File: src/rtl/led_scan_decoder.sv
// led_scan_decoder: registered one-hot LED driver with decode, scan up/down/bounce, prescaler and position load
module led_scan_decoder #(
    parameter int SEL_W      = 3,
    parameter int DIV_W      = 4,
    parameter bit ACTIVE_LOW = 1
) (
    input  logic                  clk,
    input  logic                  rst,
    input  logic [2:0]            enable,
    input  logic [SEL_W-1:0]      switch,
    input  logic [1:0]            mode,
    input  logic [DIV_W-1:0]      div,
    input  logic                  load,
    output logic [(1<<SEL_W)-1:0] led,
    output logic [SEL_W-1:0]      pos,
    output logic                  wrap
);
    localparam int N = 1 << SEL_W;
    localparam logic [SEL_W-1:0] MAX = SEL_W'(N - 1);
    localparam logic [N-1:0] DARK = {N{ACTIVE_LOW}};

    logic [DIV_W-1:0] cnt, cnt_n;
    logic [SEL_W-1:0] pos_n;
    logic             dir, dir_n, wrap_n, en;
    logic [N-1:0]     led_n;

    assign en = enable == 3'b100;

    always_comb begin
        pos_n  = pos;
        cnt_n  = cnt;
        dir_n  = dir;
        wrap_n = 1'b0;
        if (!en) begin
            pos_n = pos;
        end else if (load) begin
            pos_n = switch;
            cnt_n = '0;
            dir_n = 1'b0;
        end else if (mode == 2'b00) begin
            pos_n = switch;
            cnt_n = '0;
        end else if (cnt != div) begin
            cnt_n = cnt + 1'b1;
        end else begin
            cnt_n = '0;
            case (mode)
                2'b01: begin
                    pos_n  = pos + 1'b1;
                    wrap_n = pos == MAX;
                end
                2'b10: begin
                    pos_n  = pos - 1'b1;
                    wrap_n = pos == '0;
                end
                default: begin
                    // bounce reverses at either end instead of wrapping
                    wrap_n = dir ? pos == '0 : pos == MAX;
                    dir_n  = wrap_n ? ~dir : dir;
                    pos_n  = (dir ^ wrap_n) ? pos - 1'b1 : pos + 1'b1;
                end
            endcase
        end
        led_n = en ? DARK ^ (N'(1) << pos_n) : DARK;
    end

    always_ff @(posedge clk) begin
        if (rst) begin
            led  <= DARK;
            pos  <= '0;
            cnt  <= '0;
            dir  <= 1'b0;
            wrap <= 1'b0;
        end else begin
            led  <= led_n;
            pos  <= pos_n;
            cnt  <= cnt_n;
            dir  <= dir_n;
            wrap <= wrap_n;
        end
    end
endmodule

File: config.mk
export PLATFORM = sky130hd
export DESIGN_NAME = led_scan_decoder
export DESIGN_NICKNAME = d
export VERILOG_FILES = /design/src/rtl/led_scan_decoder.sv
export SDC_FILE = /design/constraint.sdc
export NUM_CORES = 1
export LEC_CHECK = 0
export CAP_MARGIN = 10
export CORE_MARGIN = 2
export CORE_UTILIZATION = 52
export CTS_CLUSTER_SIZE = 28
export DETAILED_ROUTE_END_ITERATION = 8
export PLACE_DENSITY_LB_ADDON = 0.1
export SYNTH_ARGS = -nofsm -noshare
export SYNTH_HDL_FRONTEND = slang
export SYNTH_SLANG_ARGS = --single-unit
File: constraint.sdc
create_clock -name clk -period 5.7 [get_ports clk]
set_clock_uncertainty 0.1 [all_clocks]
set_input_delay 1.14 -clock clk [delete_from_list [all_inputs] [get_ports clk]]
set_output_delay 1.14 -clock clk [all_outputs]
set_load 0.01 [all_outputs]
==> impl_metrics.yaml <==
outcome:
  status: "finished, final reports clean"
layout:
  stdcell_count: 182
  final_nets: 180
  num_antenna_cells: 0
  drive_above_1_share: 0.07097
  layout_common_cells: "clkdlybuf4s50_1, dfxtp_1, nor2_1"
  final_common_cell: "clkdlybuf4s50_1"
  synthToLayoutAreaGrowth_pct: 25.03
detailed_routing:
  finalWirelength_um: 2440
  postRouteAntennaNets: 0
  wl_per_cell_um: 13.41
  drtIter0Drc: 12
  vias: 1052
  drt-vias-per-instance: 5.780
  drc: 0
  firstDrtPassIters: 5
place:
  detailedPlacementHpwl_um: 1946
  place_inst: 178
  io_buffer_count: 26
  place.gp.congestion: 0.8925
pwr:
  p_int_uw: 172.8
  switching_share: 0.2767
  ir_drop_mv: 0.2120
  p_leak_nw: 0.5369
  pwr_density_cell_nw_per_um2: 168.4
  combPwrFrac: 0.229
  seq_power_share: 0.511
  clkPwrFrac: 0.260
  power.switching_uw: 66.09
worst_setup_path:
  regToRegStartpoint: "pos[0]"
  cp_top_family: "compound AO/OA/AOI/OAI gates"
  reg2reg_depth: 7
  crit_path_cell_trace: "clkdlybuf4s50_1 > inv_1 > ha_1 > nor2_1 > a22o_1 > o31a_1 > a21o_1 > a221oi_1"
  cp.required_ns: 5.80
  crit_path_end_kind: "flop"
  start_kind: "input port"
  ff2ff_setup_slack_ns: 3.42
  worst_path_max_delay_cell: "clkdlybuf4s50_1"
  r2r-end: "pos[1]"
  startpoint: "mode[0]"
  arrival_ns: 3.29
  crit_fanout: 12
  cpPeakStageDelay_ns: 0.52
  crit_buf_inv: 2
  crit_type: "in -> reg"
floorplan:
  die_w_um: 50.72
  core_um2: 2002
  rows: 16
  initial_core_util: 0.5669
  dieArea_um2: 2572
  fp.dieH_um: 50.72
  ios: 27
synthesis:
  netlist-cell-type-count: 41
  synth_edf_count: 0
  ys_seq_area_frac: 0.2999
  synth_cells: 132
  ys_warn_count: 0
  synthesis.nets: 156
  ys_ff_latch: 17
  synth_ff_type: "dfxtp_1"
  synth_area_per_cell_um2: 8.597
  syn_area_um2: 1135
  async_flop_share: 0
timing:
  drv_slew: 0
  tightest_slew_ns: 0.8210
  fin_crit_ns: 3.193
  grt_setup_unrepaired: "false"
  hold_viol: 0
  setup_violations: 0
  tns_ns: 0
  min_period_over_period: 0.5603
  max-slew-margin-rel: 0.4486
  fmax_mhz: 313.1
global_route:
  grt_usage: 0.2220
  grt_pass1_wl_um: 4402
  antenna_found_initial: 0
  globalRouteOverflowTotal: 0
  grt_max_degree: 15
  grt_pass1_vias: 1083
clock_tree:
  cts.sinks: 17
  cts_root_buffer: "clkbuf_4"
  cts_tree: "done"
  cts_resized: 0
  cts_buffer_depth: 2
  cts_max_level: 1
  path_clk_slew_ns: 0.09
  postCtsSetupBuffers: 0
  holdBufCountCts: 0
  clk_latency_ns: 0.29
  cts-buffers-inserted: 3
job:
  max_cap_violations: 0
worst_hold_path:
  min_to: "cnt[2]"
  min_from: "cnt[2]"
  whs_path_depth: 2
  hp-class: "reg -> reg"
power by group through the flow:
| stage | registers, mW | clock network (mW) | logic [mW] |
|---|---|---|---|
| final | 0.122 | 0.0621 | 0.0548 |
| after global routing | 0.122 | 0.0684 | 0.0608 |
| after CTS | 0.122 | 0.0642 | 0.0546 |
| after detailed placement | 0.125 | 0 | 0.0542 |
| after global placement | 0.125 | 0 | 0.0522 |
| after floorplan | 0.125 | 0 | 0.0351 |
through the flow:
stage | utilization | hold WS [ns] | cell area (µm²) | total power [mW] | setup WS [ns]
after floorplan | - | 0.3744 | 1135 | 0.1597 | 2.896
after global placement | 0.6956 | 0.4018 | 1393 | 0.1769 | 2.312
after detailed placement | 0.6956 | 0.4270 | 1393 | 0.1789 | 2.220
after CTS | 0.7088 | 0.4410 | 1419 | 0.2407 | 2.535
after global routing | 0.7088 | 0.4809 | 1419 | 0.2514 | 2.337
final | 0.7088 | 0.4329 | 1419 | 0.2389 | 2.507
cell usage after synthesis, types with 3 or more instances:
library cell | count | share of area
inv_1 | 5 | 0.017
nand4_1 | 4 | 0.022
nor2_1 | 15 | 0.050
nor3_1 | 5 | 0.022
mux2i_1 | 3 | 0.026
o21ai_0 | 7 | 0.031
xor2_1 | 5 | 0.039
nand3_1 | 6 | 0.026
dfxtp_1 | 17 | 0.30
a21oi_1 | 6 | 0.026
ha_1 | 9 | 0.099
nand2_1 | 8 | 0.026
area by class of cell:
class	count	area (µm²)
clock buffers	4	26.28
fillers	162	583.1
inverters	5	18.77
multi-input cells	103	739.5
flip-flops and latches	17	340.3
well taps	27	33.78
repair buffers	26	260.3
per-layer routing:
layer	wire length (µm)	vias up	GRT usage
li1	-	524	-
met1	1025	488	0.2413
met2	1218	34	0.4057
met3	158	6	0.08036
met4	37	0	0.05405
met5	0	-	0
cells by family (layout without fill, tap and decap cells):
| logic type | count (synthesis) | after routing | share of synthesized area |
|---|---|---|---|
| simple gates | 51 | 51 | 0.2470 |
| xor+xnor | 6 | 6 | 0.04631 |
| compound gates | 34 | 34 | 0.2326 |
| fa+ha+maj | 9 | 9 | 0.09923 |
| buf+inv | 12 | 35 | 0.04852 |
| flops | 17 | 17 | 0.2999 |
| mux | 3 | 3 | 0.02646 |
worst reg2reg max path: cells and delay by family, from the launching register on:
kind | cells | cell delay, ns
DFF | 1 | 0.48
buffers and inverters | 1 | 0.13
adders and majority gates | 1 | 0.38
muxes | 1 | 0.14
AOI/OAI and AO/OA | 4 | 0.96
how the worst max path moves through the flow:
| stage | endpoint | slack [ns] | cells past startpoint |
|---|---|---|---|
| global route | led[6] | 2.34 | 7 |
| CTS | pos[1] | 2.53 | 8 |
| finish | pos[1] | 2.51 | 8 |
| floorplan | led[6] | 2.90 | 7 |
| global placement | pos[1] | 2.31 | 8 |
| detailed placement | pos[1] | 2.22 | 8 |
sequential cells by signal, indices dropped and copies added (netlist names):
name and count:
led 8, cnt 4, pos 3, dir 1, wrap 1
Note: power is estimated with default switching activity, not from simulation.
==> patch: new RTL, config.mk and constraints unchanged <==
Reset style: asynchronous (`rst`), changed in one clocked block.
--- a/src/rtl/led_scan_decoder.sv
+++ b/src/rtl/led_scan_decoder.sv
@@ -64,7 +64,7 @@
         led_n = en ? DARK ^ (N'(1) << pos_n) : DARK;
     end
 
-    always_ff @(posedge clk) begin
+    always_ff @(posedge clk or posedge rst) begin
         if (rst) begin
             led  <= DARK;
             pos  <= '0;
Function: differs if rst is asserted again (counterexample within 4 cycles, from zero or initial values and one cycle with rst high); with rst held inactive, the same outputs for 10 cycles.
==> patch against the original RTL <==
  * Sequential cell count is the same
  * Synthesized area increased by 1.1%
  * Final cell count decreased by 10%
  * Utilization shrank 3.7 points
  * Synthesized cell count fell by 17%
  * Critical path depth unchanged
  * Worst setup slack got worse by 0.048 ns
  * Routed wire length is 3.6% lower
  * Via count is 10% lower
  * Cell area rose by 1.8%
  * Non-clock buffer count is the same
  * Highest routed layer unchanged
Power is not compared: it rests on default switching activity, and its combinational part moved more than twofold at a synthesized area within 25%.
==> patch: results (changes against the original RTL) <==
| Metric | Value |
|---|---|
| Fillers | 168 (+3.7%) |
| Max FO, Critical Path | 9 (-3) |
| Post-CTS sizing | 0 (unchanged) |
| CP arrival | 3.37 ns (+0.08 ns) |
| Largest net degree at the start of global routing | 18 (+3) |
| Post-CTS Setup Inserts | 0 (unchanged) |
| Initial antenna violation count | 0 (unchanged) |
| Post-detail-place hpwl | 1780 microns (-8.4%) |
| Warnings from Yosys | 0 (unchanged) |
| Post-synthesis cell type count | 49 (+20%) |
| Async set-reset flop share out of synthesis | 100% (+100 points) |
| WL final | 2350 microns (-3.6%) |
| Int Pwr | 214 uW |
| Share of cells above drive strength 1 | 17.8% (+11 points) |
| Clock Latency Late Sink | 0.30 ns |
| Tot GR Track Use | 19.8% (-2.4 points) |
| Largest cells by area after synthesis | dfrtp_1 20%, dfstp_2 18%, ha_1 8.7%, o21ai_0 3.5%, xnor2_1 3.1% |
| N_diodes | 0 (unchanged) |
| Status | complete, no violations |
| Synth Net Count | 132 (-15%) |
| Seq/Total Area, Yosys | 37.9% (+8.0 points) |
| CTS max path bufs | 2 (unchanged) |
| Mean routed wirelength per cell | 14.4 microns (+7.7%) |
| Port bufs | 26 (unchanged) |
| Worst slew margin | 57.9% (+13 points) |
| Worst Hold Class | reg2reg |
| Initial DRC count | 18 (+6) |
| Dpl ws | 2.12 ns (-0.105 ns) |
| EDFF count, synth | 0 (unchanged) |
| Total number of vias | 943 (-10%) |
| P_leak | 0.000587 uW |
| CTS clk-pin slew, worst paths | 0.11 ns (+0.02 ns) |
| Biggest regs | led: 8 flops, cnt: 4 flops, pos: 3 flops |
| CTS Root Cell | clkbuf_4 |
| CTS buffer count | 3 (unchanged) |
| Register area | 435 sq um (+28%) |
| Post-synth top flop | dfrtp_1 |
| First-pass GRT wire length | 3940 microns (-11%) |
| Post-synth top cells | 9 x dfrtp_1, 8 x dfstp_2, 8 x ha_1, 8 x o21ai_0, 7 x nand2_1 |
| Synth Area per Inst | 10.5 sq um (+22%) |
| DR pass1 iterations | 4 (-1) |
| Htree depth | 1 (unchanged) |
| Placed instance area | 1410 sq um (+1.5%) |
| Gpl congestion | 0.782 (-12%) |
| Nets | 159 (-12%) |
| VDD IR max | 0.213 mV |
-- patch: cell types whose count changed after synthesis, sizes merged, moves of 4 or more --
cell	before	now
a21oi	7	1
dfstp	0	8
a31oi	4	0
dfrtp	0	9
nor2	15	2
dfxtp	17	0
-- patch: kinds of logic after synthesis --
group / synth area share, %
buffers and inverters: 4.80
muxes: 0.981
xor gates and xnor gates: 4.58
adders and majority gates: 8.72
DFF: 38.0
AOI/OAI and AO/OA: 19.4
and+or+nand+nor: 23.6
-- patch: final timing paths --
check	from	to	slack, ns	depth (start not counted)
setup / recovery	mode[0]	led[5]	2.46	8
hold / removal	cnt[3]	cnt[3]	0.42	1
setup reg to reg	pos[0]	led[5]	3.11	7
hold reg to reg	cnt[3]	cnt[3]	0.42	1
max in group asynchronous	rst	dir	3.99	2
min in group asynchronous	rst	cnt[1]	1.11	2
-- patch: critical path, stage by stage --
cell             delay [ns]
clkdlybuf4s50_1        0.48
inv_1                  0.06
ha_1                   0.23
or2_1                  0.32
a211oi_1               0.21
nor4b_2                0.35
a211oi_4               0.10
or4b_1                 0.48
-- patch: cell type report --
cell class	count	area share, %
timing repair buffer	26	18.0
clock buffer	3	1.56
sequential	17	30.2
clock inverter	1	0.520
tap	28	2.43
multi-input combinational	81	45.5
inverter	7	1.82
-- patch: per-layer routing --
metal / GRT usage, % / part of all wire [%] / vias to the layer above
met5: 0 / 0 / -
met4: 4.05 / 0.68 / 0
met3: 5.26 / 3.6 / 2
met2: 34.0 / 50 / 15
met1: 24.9 / 45 / 469
li1: - / - / 457
-- patch: power by group through the flow --
stage               Sequential [uW]  Clock (uW)  Combinational (uW)
floorplan                       144           0                80.0
global placement                147           0                 110
detailed placement              147           0                 113
CTS                             145        70.6                 113
global route                    147        76.9                 124
finish                          145        69.2                 114
